[src/rtl/game_sequencer_if.sv]
// Game sequencer interface: game-step inputs and sequencer strobes/status.
// The bench/system side uses the master modport and the sequencer uses the slave modport.
interface game_sequencer_if;
  logic       TICK;
  logic       START;
  logic       PAUSE;
  logic [3:0] NOTE_BOTTOM;
  logic [3:0] KEY_N;
  logic [6:0] RAM_ADDR;
  logic       LOAD;
  logic       SHIFT_EN;
  logic       SCORE_INC;
  logic       SCORE_CLR;
  logic       GAME_OVER;
  logic [2:0] STATE;

  modport master (
    output TICK, START, PAUSE, NOTE_BOTTOM, KEY_N,
    input  RAM_ADDR, LOAD, SHIFT_EN, SCORE_INC, SCORE_CLR, GAME_OVER, STATE
  );

  modport slave (
    input  TICK, START, PAUSE, NOTE_BOTTOM, KEY_N,
    output RAM_ADDR, LOAD, SHIFT_EN, SCORE_INC, SCORE_CLR, GAME_OVER, STATE
  );
endinterface

[src/rtl/game_sequencer.sv]
// Rhythm-game sequencer: countdown, play with 4-tick pattern loads,
// pause, drain of the shifter rows, and per-tick note judging.
// Optional build macro GH_LOOP_TRACK_EN: the track loops back to
// address 0 after its last pattern instead of draining to DONE.
module game_sequencer (
  input  logic            CLK,
  input  logic            RESET_N,
  game_sequencer_if.slave bus
);

  typedef enum logic [2:0] {
    S_IDLE      = 3'd0,
    S_COUNTDOWN = 3'd1,
    S_PLAY      = 3'd2,
    S_PAUSE     = 3'd3,
    S_DRAIN     = 3'd4,
    S_DONE      = 3'd5
  } state_e;

  state_e     state_q;
  logic [6:0] addr_q;
  logic [1:0] phase_q;
  logic [2:0] tick_cnt_q;
  logic       score_inc_q;
  logic       score_clr_q;

  logic       judge_tick;
  logic [3:0] lane_wrong;
  logic       score_inc_d;
  logic       score_clr_d;
  logic       load;
`ifndef GH_LOOP_TRACK_EN
  logic       track_end;
`endif

  // Tick qualification, lane judging and strobe decode for the current cycle.
  always_comb begin
    judge_tick  = bus.TICK && ((state_q == S_PLAY) || (state_q == S_DRAIN));
    lane_wrong  = (~bus.KEY_N) ^ bus.NOTE_BOTTOM;
    score_inc_d = judge_tick && (lane_wrong == 4'd0) && (bus.NOTE_BOTTOM != 4'd0);
    score_clr_d = judge_tick && (lane_wrong != 4'd0);
    load        = bus.TICK && (state_q == S_PLAY) && (phase_q == 2'd3);
`ifndef GH_LOOP_TRACK_EN
    track_end   = load && (addr_q == 7'd127);
`endif
  end

  // Game FSM with phase, address, tick counter and registered score pulses.
  always_ff @(posedge CLK) begin
    if (!RESET_N) begin
      state_q     <= S_IDLE;
      addr_q      <= '0;
      phase_q     <= '0;
      tick_cnt_q  <= '0;
      score_inc_q <= 1'b0;
      score_clr_q <= 1'b0;
    end else begin
      score_inc_q <= score_inc_d;
      score_clr_q <= score_clr_d;
      case (state_q)
        S_IDLE, S_DONE: begin
          if (bus.START) begin
            state_q     <= S_COUNTDOWN;
            addr_q      <= '0;
            phase_q     <= '0;
            tick_cnt_q  <= '0;
            score_clr_q <= 1'b1;
          end
        end
        S_COUNTDOWN: begin
          if (bus.TICK) begin
            tick_cnt_q <= tick_cnt_q + 3'd1;
            if (tick_cnt_q == 3'd7) begin
              state_q    <= S_PLAY;
              tick_cnt_q <= '0;
            end
          end
        end
        S_PLAY: begin
          if (bus.TICK) phase_q <= phase_q + 2'd1;
`ifdef GH_LOOP_TRACK_EN
          if (load) addr_q <= addr_q + 7'd1;
          if (bus.PAUSE) state_q <= S_PAUSE;
`else
          if (load && (addr_q != 7'd127)) addr_q <= addr_q + 7'd1;
          // End of track wins over a simultaneous pause request; DRAIN ignores PAUSE.
          if (track_end) begin
            state_q    <= S_DRAIN;
            tick_cnt_q <= '0;
          end else if (bus.PAUSE) begin
            state_q <= S_PAUSE;
          end
`endif
        end
        S_PAUSE: begin
          if (!bus.PAUSE) state_q <= S_PLAY;
        end
        S_DRAIN: begin
          if (bus.TICK) begin
            tick_cnt_q <= tick_cnt_q + 3'd1;
            if (tick_cnt_q == 3'd7) begin
              state_q    <= S_DONE;
              tick_cnt_q <= '0;
            end
          end
        end
        default: state_q <= S_IDLE;
      endcase
    end
  end

  assign bus.RAM_ADDR  = addr_q;
  assign bus.LOAD      = load;
  assign bus.SHIFT_EN  = judge_tick;
  assign bus.SCORE_INC = score_inc_q;
  assign bus.SCORE_CLR = score_clr_q;
  assign bus.GAME_OVER = (state_q == S_DONE);
  assign bus.STATE     = state_q;

endmodule

[src/flat_wrapper.sv]
// flat-port wrapper written by rule: the top's interface ports become plain ports
module game_sequencer_flat 
  (CLK, RESET_N, bus_TICK, bus_START, bus_PAUSE, bus_NOTE_BOTTOM, bus_KEY_N, bus_RAM_ADDR, bus_LOAD, bus_SHIFT_EN, bus_SCORE_INC, bus_SCORE_CLR, bus_GAME_OVER, bus_STATE);
  game_sequencer_if bus_i ();
  input  logic CLK;
  input  logic RESET_N;
  input wire logic [$bits(bus_i.TICK)-1:0] bus_TICK;
  input wire logic [$bits(bus_i.START)-1:0] bus_START;
  input wire logic [$bits(bus_i.PAUSE)-1:0] bus_PAUSE;
  input wire logic [$bits(bus_i.NOTE_BOTTOM)-1:0] bus_NOTE_BOTTOM;
  input wire logic [$bits(bus_i.KEY_N)-1:0] bus_KEY_N;
  output wire logic [$bits(bus_i.RAM_ADDR)-1:0] bus_RAM_ADDR;
  output wire logic [$bits(bus_i.LOAD)-1:0] bus_LOAD;
  output wire logic [$bits(bus_i.SHIFT_EN)-1:0] bus_SHIFT_EN;
  output wire logic [$bits(bus_i.SCORE_INC)-1:0] bus_SCORE_INC;
  output wire logic [$bits(bus_i.SCORE_CLR)-1:0] bus_SCORE_CLR;
  output wire logic [$bits(bus_i.GAME_OVER)-1:0] bus_GAME_OVER;
  output wire logic [$bits(bus_i.STATE)-1:0] bus_STATE;
  assign bus_i.TICK = bus_TICK;
  assign bus_i.START = bus_START;
  assign bus_i.PAUSE = bus_PAUSE;
  assign bus_i.NOTE_BOTTOM = bus_NOTE_BOTTOM;
  assign bus_i.KEY_N = bus_KEY_N;
  assign bus_RAM_ADDR = bus_i.RAM_ADDR;
  assign bus_LOAD = bus_i.LOAD;
  assign bus_SHIFT_EN = bus_i.SHIFT_EN;
  assign bus_SCORE_INC = bus_i.SCORE_INC;
  assign bus_SCORE_CLR = bus_i.SCORE_CLR;
  assign bus_GAME_OVER = bus_i.GAME_OVER;
  assign bus_STATE = bus_i.STATE;
  game_sequencer u_core (.CLK(CLK), .RESET_N(RESET_N), .bus(bus_i));
endmodule
[config.mk]
export PLATFORM = sky130hd
export DESIGN_NAME = game_sequencer_flat
export DESIGN_NICKNAME = d
export VERILOG_FILES = /design/src/rtl/game_sequencer_if.sv /design/src/rtl/game_sequencer.sv /design/src/flat_wrapper.sv
export SDC_FILE = /design/constraint.sdc
export NUM_CORES = 1
export LEC_CHECK = 0
export CAP_MARGIN = 10
export CORE_AREA = 2 2 54 56
export DETAILED_ROUTE_END_ITERATION = 8
export DIE_AREA = 0 0 56 58
export PLACE_DENSITY = 0.75
export SETUP_SLACK_MARGIN = 0.02
export SYNTH_ARGS = -nofsm -noshare
export SYNTH_HDL_FRONTEND = slang
export SYNTH_SLANG_ARGS = --single-unit
[constraint.sdc]
create_clock -name CLK -period 1.4 [get_ports CLK]
set_input_delay 0.28 -clock CLK [delete_from_list [all_inputs] [get_ports CLK]]
set_output_delay 0.28 -clock CLK [all_outputs]
set_load 0.01 [all_outputs]
==> report_table.html <==
<table>
<tr><th>Metric</th><th>Value</th></tr>
<tr><th colspan="2">Synthesis</th></tr>
<tr><td>Syn_area_per_cell</td><td>8.933 um2</td></tr>
<tr><td>Post-Syn Area</td><td>1090 um2</td></tr>
<tr><td>Async set or reset register ratio after synthesis</td><td>0</td></tr>
<tr><td>Gate Count Post-Synth</td><td>about 120</td></tr>
<tr><td>Share of the synthesized area in the top cell type</td><td>0.3123</td></tr>
<tr><td>Synth Flop Type</td><td>sky130_fd_sc_hd__dfxtp_1</td></tr>
<tr><td>Warnings from Yosys</td><td>0</td></tr>
<tr><td>Net count after synthesis</td><td>139</td></tr>
<tr><td>EDFF count, synth</td><td>0</td></tr>
<tr><td>Largest area contributor in the synthesized netlist</td><td>sky130_fd_sc_hd__dfxtp_1</td></tr>
<tr><td>Number of synthesized register bits</td><td>17</td></tr>
<tr><td>Sequential element share of the synthesized area</td><td>0.3123</td></tr>
<tr><td>Number of library cell types mapped by synthesis</td><td>between 40 and 50</td></tr>
<tr><td>Most area-consuming cells after synthesis</td><td>sky130_fd_sc_hd__dfxtp_1 31%, sky130_fd_sc_hd__nand2_1 6.5%, sky130_fd_sc_hd__xnor2_1 4.8%, sky130_fd_sc_hd__ha_1 4.6%, sky130_fd_sc_hd__a21oi_1 3.2%</td></tr>
<tr><th colspan="2">Setup path</th></tr>
<tr><td>Worst Path Buf+Inv</td><td>3</td></tr>
<tr><td>Cell depth of the worst setup path</td><td>5</td></tr>
<tr><td>Crit path top cell by count</td><td>sky130_fd_sc_hd__buf_6</td></tr>
<tr><td>Critical path startpoint category</td><td>register</td></tr>
<tr><td>Critical Path AT</td><td>roughly 1.3 ns</td></tr>
<tr><td>Library cell contributing the largest single delay on the critical path</td><td>sky130_fd_sc_hd__dfxtp_4</td></tr>
<tr><td>Worst Setup Path Type</td><td>register to output port</td></tr>
<tr><td>Worst Reg2Reg Path Length in Cells</td><td>7</td></tr>
<tr><td>Maximum fanout count along the critical path</td><td>3</td></tr>
<tr><td>Cells along the critical path</td><td>buf_6 -&gt; and3b_2 -&gt; nand2_2 -&gt; inv_2 -&gt; buf_6</td></tr>
<tr><td>Cell class contributing the biggest share of worst-path delay</td><td>flip-flops</td></tr>
<tr><td>Slowest cell delay on critical path</td><td>about 0.37 ns</td></tr>
<tr><td>CP required</td><td>1.12 ns</td></tr>
<tr><td>Critical Path End Type</td><td>output port</td></tr>
<tr><th colspan="2">Detailed routing</th></tr>
<tr><td>Routed wire length</td><td>around 3.6 mm</td></tr>
<tr><td>Number of DRC markers in iteration 0</td><td>38</td></tr>
<tr><td>Average wire per standard cell</td><td>between 15 and 20 um</td></tr>
<tr><td>Vias</td><td>1,231</td></tr>
<tr><td>DRT Pass-1 Iters</td><td>4</td></tr>
<tr><td>Post-DRT Antenna Nets</td><td>0</td></tr>
<tr><td>DRC violation count after routing</td><td>0</td></tr>
<tr><td>Number of vias per cell</td><td>roughly 5.7</td></tr>
<tr><th colspan="2">Clocking</th></tr>
<tr><td>Maximum buffer depth of the clock tree</td><td>2</td></tr>
<tr><td>Clk sinks</td><td>17</td></tr>
<tr><td>Skew-Pair Late Insertion Delay</td><td>between 0.3 and 0.4 ns</td></tr>
<tr><td>Number of CTS-inserted buffers</td><td>3</td></tr>
<tr><td>Clock transition at path regs</td><td>between 0.1 and 0.15 ns</td></tr>
<tr><td>CTS Root Cell</td><td>sky130_fd_sc_hd__clkbuf_4</td></tr>
<tr><td>Htree depth</td><td>1</td></tr>
<tr><td>Clock tree from TritonCTS</td><td>built</td></tr>
<tr><th colspan="2">Finish</th></tr>
<tr><td>Proportion of layout cells with a drive suffix above 1</td><td>0.5108</td></tr>
<tr><td>Multi-input gate area in the final layout</td><td>roughly 900 um2</td></tr>
<tr><td>ANT cells</td><td>0</td></tr>
<tr><td>Count of fill cells added during filler insertion</td><td>slightly above 200</td></tr>
<tr><td>Post-route non-filler standard cell count</td><td>roughly 220</td></tr>
<tr><td>Final nets</td><td>between 200 and 250</td></tr>
<tr><td>Most common cell after layout, fill and taps aside</td><td>sky130_fd_sc_hd__buf_4</td></tr>
<tr><td>Most used cells in the layout excluding fill and tap cells</td><td>33 x sky130_fd_sc_hd__buf_4, 16 x sky130_fd_sc_hd__nand2_1, 11 x sky130_fd_sc_hd__clkdlybuf4s50_1</td></tr>
<tr><td>Area growth syn-to-layout</td><td>73.59%</td></tr>
<tr><td>Register cell area after layout</td><td>approximately 360 um2</td></tr>
<tr><th colspan="2">Worst hold path</th></tr>
<tr><td>Worst Hold Path Cells</td><td>2</td></tr>
<tr><td>Classification of the worst-slack hold path</td><td>register to register</td></tr>
<tr><th colspan="2">Outcome</th></tr>
<tr><td>Violations in the final reports</td><td>setup timing</td></tr>
<tr><td>Result of the run</td><td>finished with violations</td></tr>
<tr><th colspan="2">Pwr</th></tr>
<tr><td>Static leakage power</td><td>about 0.78 nW</td></tr>
<tr><td>Total power density per cell area</td><td>just under 700 nW/um2</td></tr>
<tr><td>Switching Fraction</td><td>0.3276</td></tr>
<tr><td>Worst IR Drop VDD</td><td>approximately 0.62 mV</td></tr>
<tr><td>Clock power share</td><td>0.227</td></tr>
<tr><td>Sequential share of power</td><td>0.399</td></tr>
<tr><td>Gate power share</td><td>0.374</td></tr>
<tr><td>Power Internal</td><td>0.8632 mW</td></tr>
<tr><td>Net load switching power</td><td>approximately 0.42 mW</td></tr>
<tr><th colspan="2">Timing</th></tr>
<tr><td>Transition time at the pin with the least slew margin</td><td>around 0.36 ns</td></tr>
<tr><td>Highest clock rate</td><td>roughly 630 MHz</td></tr>
<tr><td>Accumulated negative setup slack</td><td>-1.270 ns</td></tr>
<tr><td>Final Slew Violations</td><td>0</td></tr>
<tr><td>Worst setup skew after layout</td><td>between 0.01 and 0.015 ns</td></tr>
<tr><td>Max-slew headroom</td><td>0.7594</td></tr>
<tr><td>Post-route clock period utilization</td><td>1.129</td></tr>
<tr><td>Unrepaired setup endpoints after global routing</td><td>true</td></tr>
<tr><td>Final Hold Fails</td><td>0</td></tr>
<tr><td>Final period demand of the worst path</td><td>1.581 ns</td></tr>
<tr><td>Post-route setup slack</td><td>-0.1807 ns</td></tr>
<tr><td>Final setup violation count</td><td>16</td></tr>
<tr><th colspan="2">Placed design</th></tr>
<tr><td>DPL Wire Length</td><td>between 2 and 2.5 mm</td></tr>
<tr><td>Placed insts</td><td>207</td></tr>
<tr><td>Final weighted congestion of routability-driven global placement</td><td>~0.9</td></tr>
<tr><td>Count of input and output buffers</td><td>27</td></tr>
<tr><td>Worst setup slack before clock tree synthesis</td><td>-0.5473 ns</td></tr>
<tr><th colspan="2">Job</th></tr>
<tr><td>Max-cap viol count</td><td>0</td></tr>
<tr><th colspan="2">Floorplan</th></tr>
<tr><td>Placeable Area</td><td>around 2700 um2</td></tr>
<tr><td>Full die area</td><td>3248 um2</td></tr>
<tr><td>Die outline height</td><td>58 um</td></tr>
<tr><td>Standard-cell row count</td><td>19</td></tr>
<tr><td>Width of the die</td><td>56 um</td></tr>
<tr><td>Count of boundary I/O pins</td><td>28</td></tr>
<tr><td>Starting utilization of the core area</td><td>0.4093</td></tr>
<tr><th colspan="2">Global routing</th></tr>
<tr><td>Residual overflow from global routing</td><td>0</td></tr>
<tr><td>M1 GR Usage</td><td>0.2521</td></tr>
<tr><td>Global routing usage on met3</td><td>0.04688</td></tr>
<tr><td>Largest net degree at the start of global routing</td><td>13</td></tr>
<tr><td>Fraction of met2 tracks used by global routing</td><td>0.4269</td></tr>
<tr><td>GRT Total Usage</td><td>0.2333</td></tr>
<tr><td>Via count of the first global-routing pass</td><td>1,252</td></tr>
<tr><td>First-pass GRT wire length</td><td>5.775 mm</td></tr>
<tr><td>Top Usage Layer GRT</td><td>met2</td></tr>
<tr><td>Antenna violations before repair</td><td>0</td></tr>
</table>
[worst paths after layout]
check	startpoint	end	slack (ns)
setup / recovery	u_core.bus.STATE[0]	bus_LOAD	-0.18
hold / removal	u_core.bus.RAM_ADDR[6]	u_core.bus.RAM_ADDR[6]	0.48
setup reg to reg	u_core.bus.STATE[2]	u_core.bus.RAM_ADDR[4]	-0.14
hold reg to reg	u_core.bus.RAM_ADDR[6]	u_core.bus.RAM_ADDR[6]	0.48
[Yosys cell counts, types with 3 or more instances]
cell,count
sky130_fd_sc_hd__nand2b_1,3
sky130_fd_sc_hd__dfxtp_1,17
sky130_fd_sc_hd__nor2_1,4
sky130_fd_sc_hd__xnor2_1,6
sky130_fd_sc_hd__nand3_1,6
sky130_fd_sc_hd__o22ai_1,3
sky130_fd_sc_hd__nor3b_1,3
sky130_fd_sc_hd__nand2_1,19
sky130_fd_sc_hd__ha_1,4
sky130_fd_sc_hd__nor4_1,3
sky130_fd_sc_hd__a21oi_1,7
sky130_fd_sc_hd__inv_1,4
[final cells by class]
| cell class | instances | area share |
|---|---|---|
| clock buffers | 4 | 0.01389 |
| inverters | 4 | 0.007937 |
| flip-flops and latches | 17 | 0.1898 |
| multi-input cells | 95 | 0.4689 |
| repair buffers | 66 | 0.2989 |
| well taps | 31 | 0.02050 |
[cells by family (layout without fill, tap and decap cells)]
logic type / Yosys count / count (layout) / synth area share
muxes: 2 / 2 / 0.01837
AOI/OAI and AO/OA: 29 / 29 / 0.2170
buffers and inverters: 10 / 74 / 0.05396
and+or+nand+nor: 52 / 52 / 0.2813
xor gates and xnor gates: 8 / 8 / 0.07119
DFF: 17 / 17 / 0.3123
adders and majority gates: 4 / 4 / 0.04593
[power groups by stage]
stage                     combinational (mW)  sequential (mW)  clock (mW)
final                                  0.480            0.512       0.292
after global routing                   0.510            0.513       0.310
after CTS                              0.439            0.510       0.289
after detailed placement               0.351            0.525           0
after global placement                 0.342            0.525           0
after floorplan                        0.199            0.529           0
[metrics by stage]
step	power [mW]	cell area, um2	util	hold WS (ns)
final	1.284	1892	0.7105	0.4822
after global routing	1.333	1892	0.7105	0.5101
after detailed placement	0.8769	1625	0.6104	0.4672
after CTS	1.239	1842	0.6917	0.4818
after floorplan	0.7281	1119	-	0.4273
after global placement	0.8671	1625	0.6104	0.4477
[tightest hold or removal path: cells and delay by family, from the launching register on]
kind,cells,cell delay [ns]
AOI/OAI and AO/OA,1,0.05
buffers and inverters,1,0.06
DFF,1,0.34
[per-layer routing]
layer  part of all wire  vias to the layer above
met2               0.54                       30
met5                  0                        -
met4              0.031                        0
li1                   -                      585
met1               0.39                      604
met3              0.042                       12
[registers in the layout, indices dropped and copies added (netlist names)]
name,cells
u_core.bus.RAM_ADDR,7
u_core.bus.STATE,3
u_core.tick_cnt_q,3
u_core.phase_q,2
u_core.bus.SCORE_CLR,1
u_core.bus.SCORE_INC,1
[timing repair]
item,CTS,global route
hold buffers,0,0
endpoints found under the setup margin,30,21
gates resized for setup,69,14
pin swaps,18,6
setup buffers,5,1
Power figures use the tool's default switching activity.
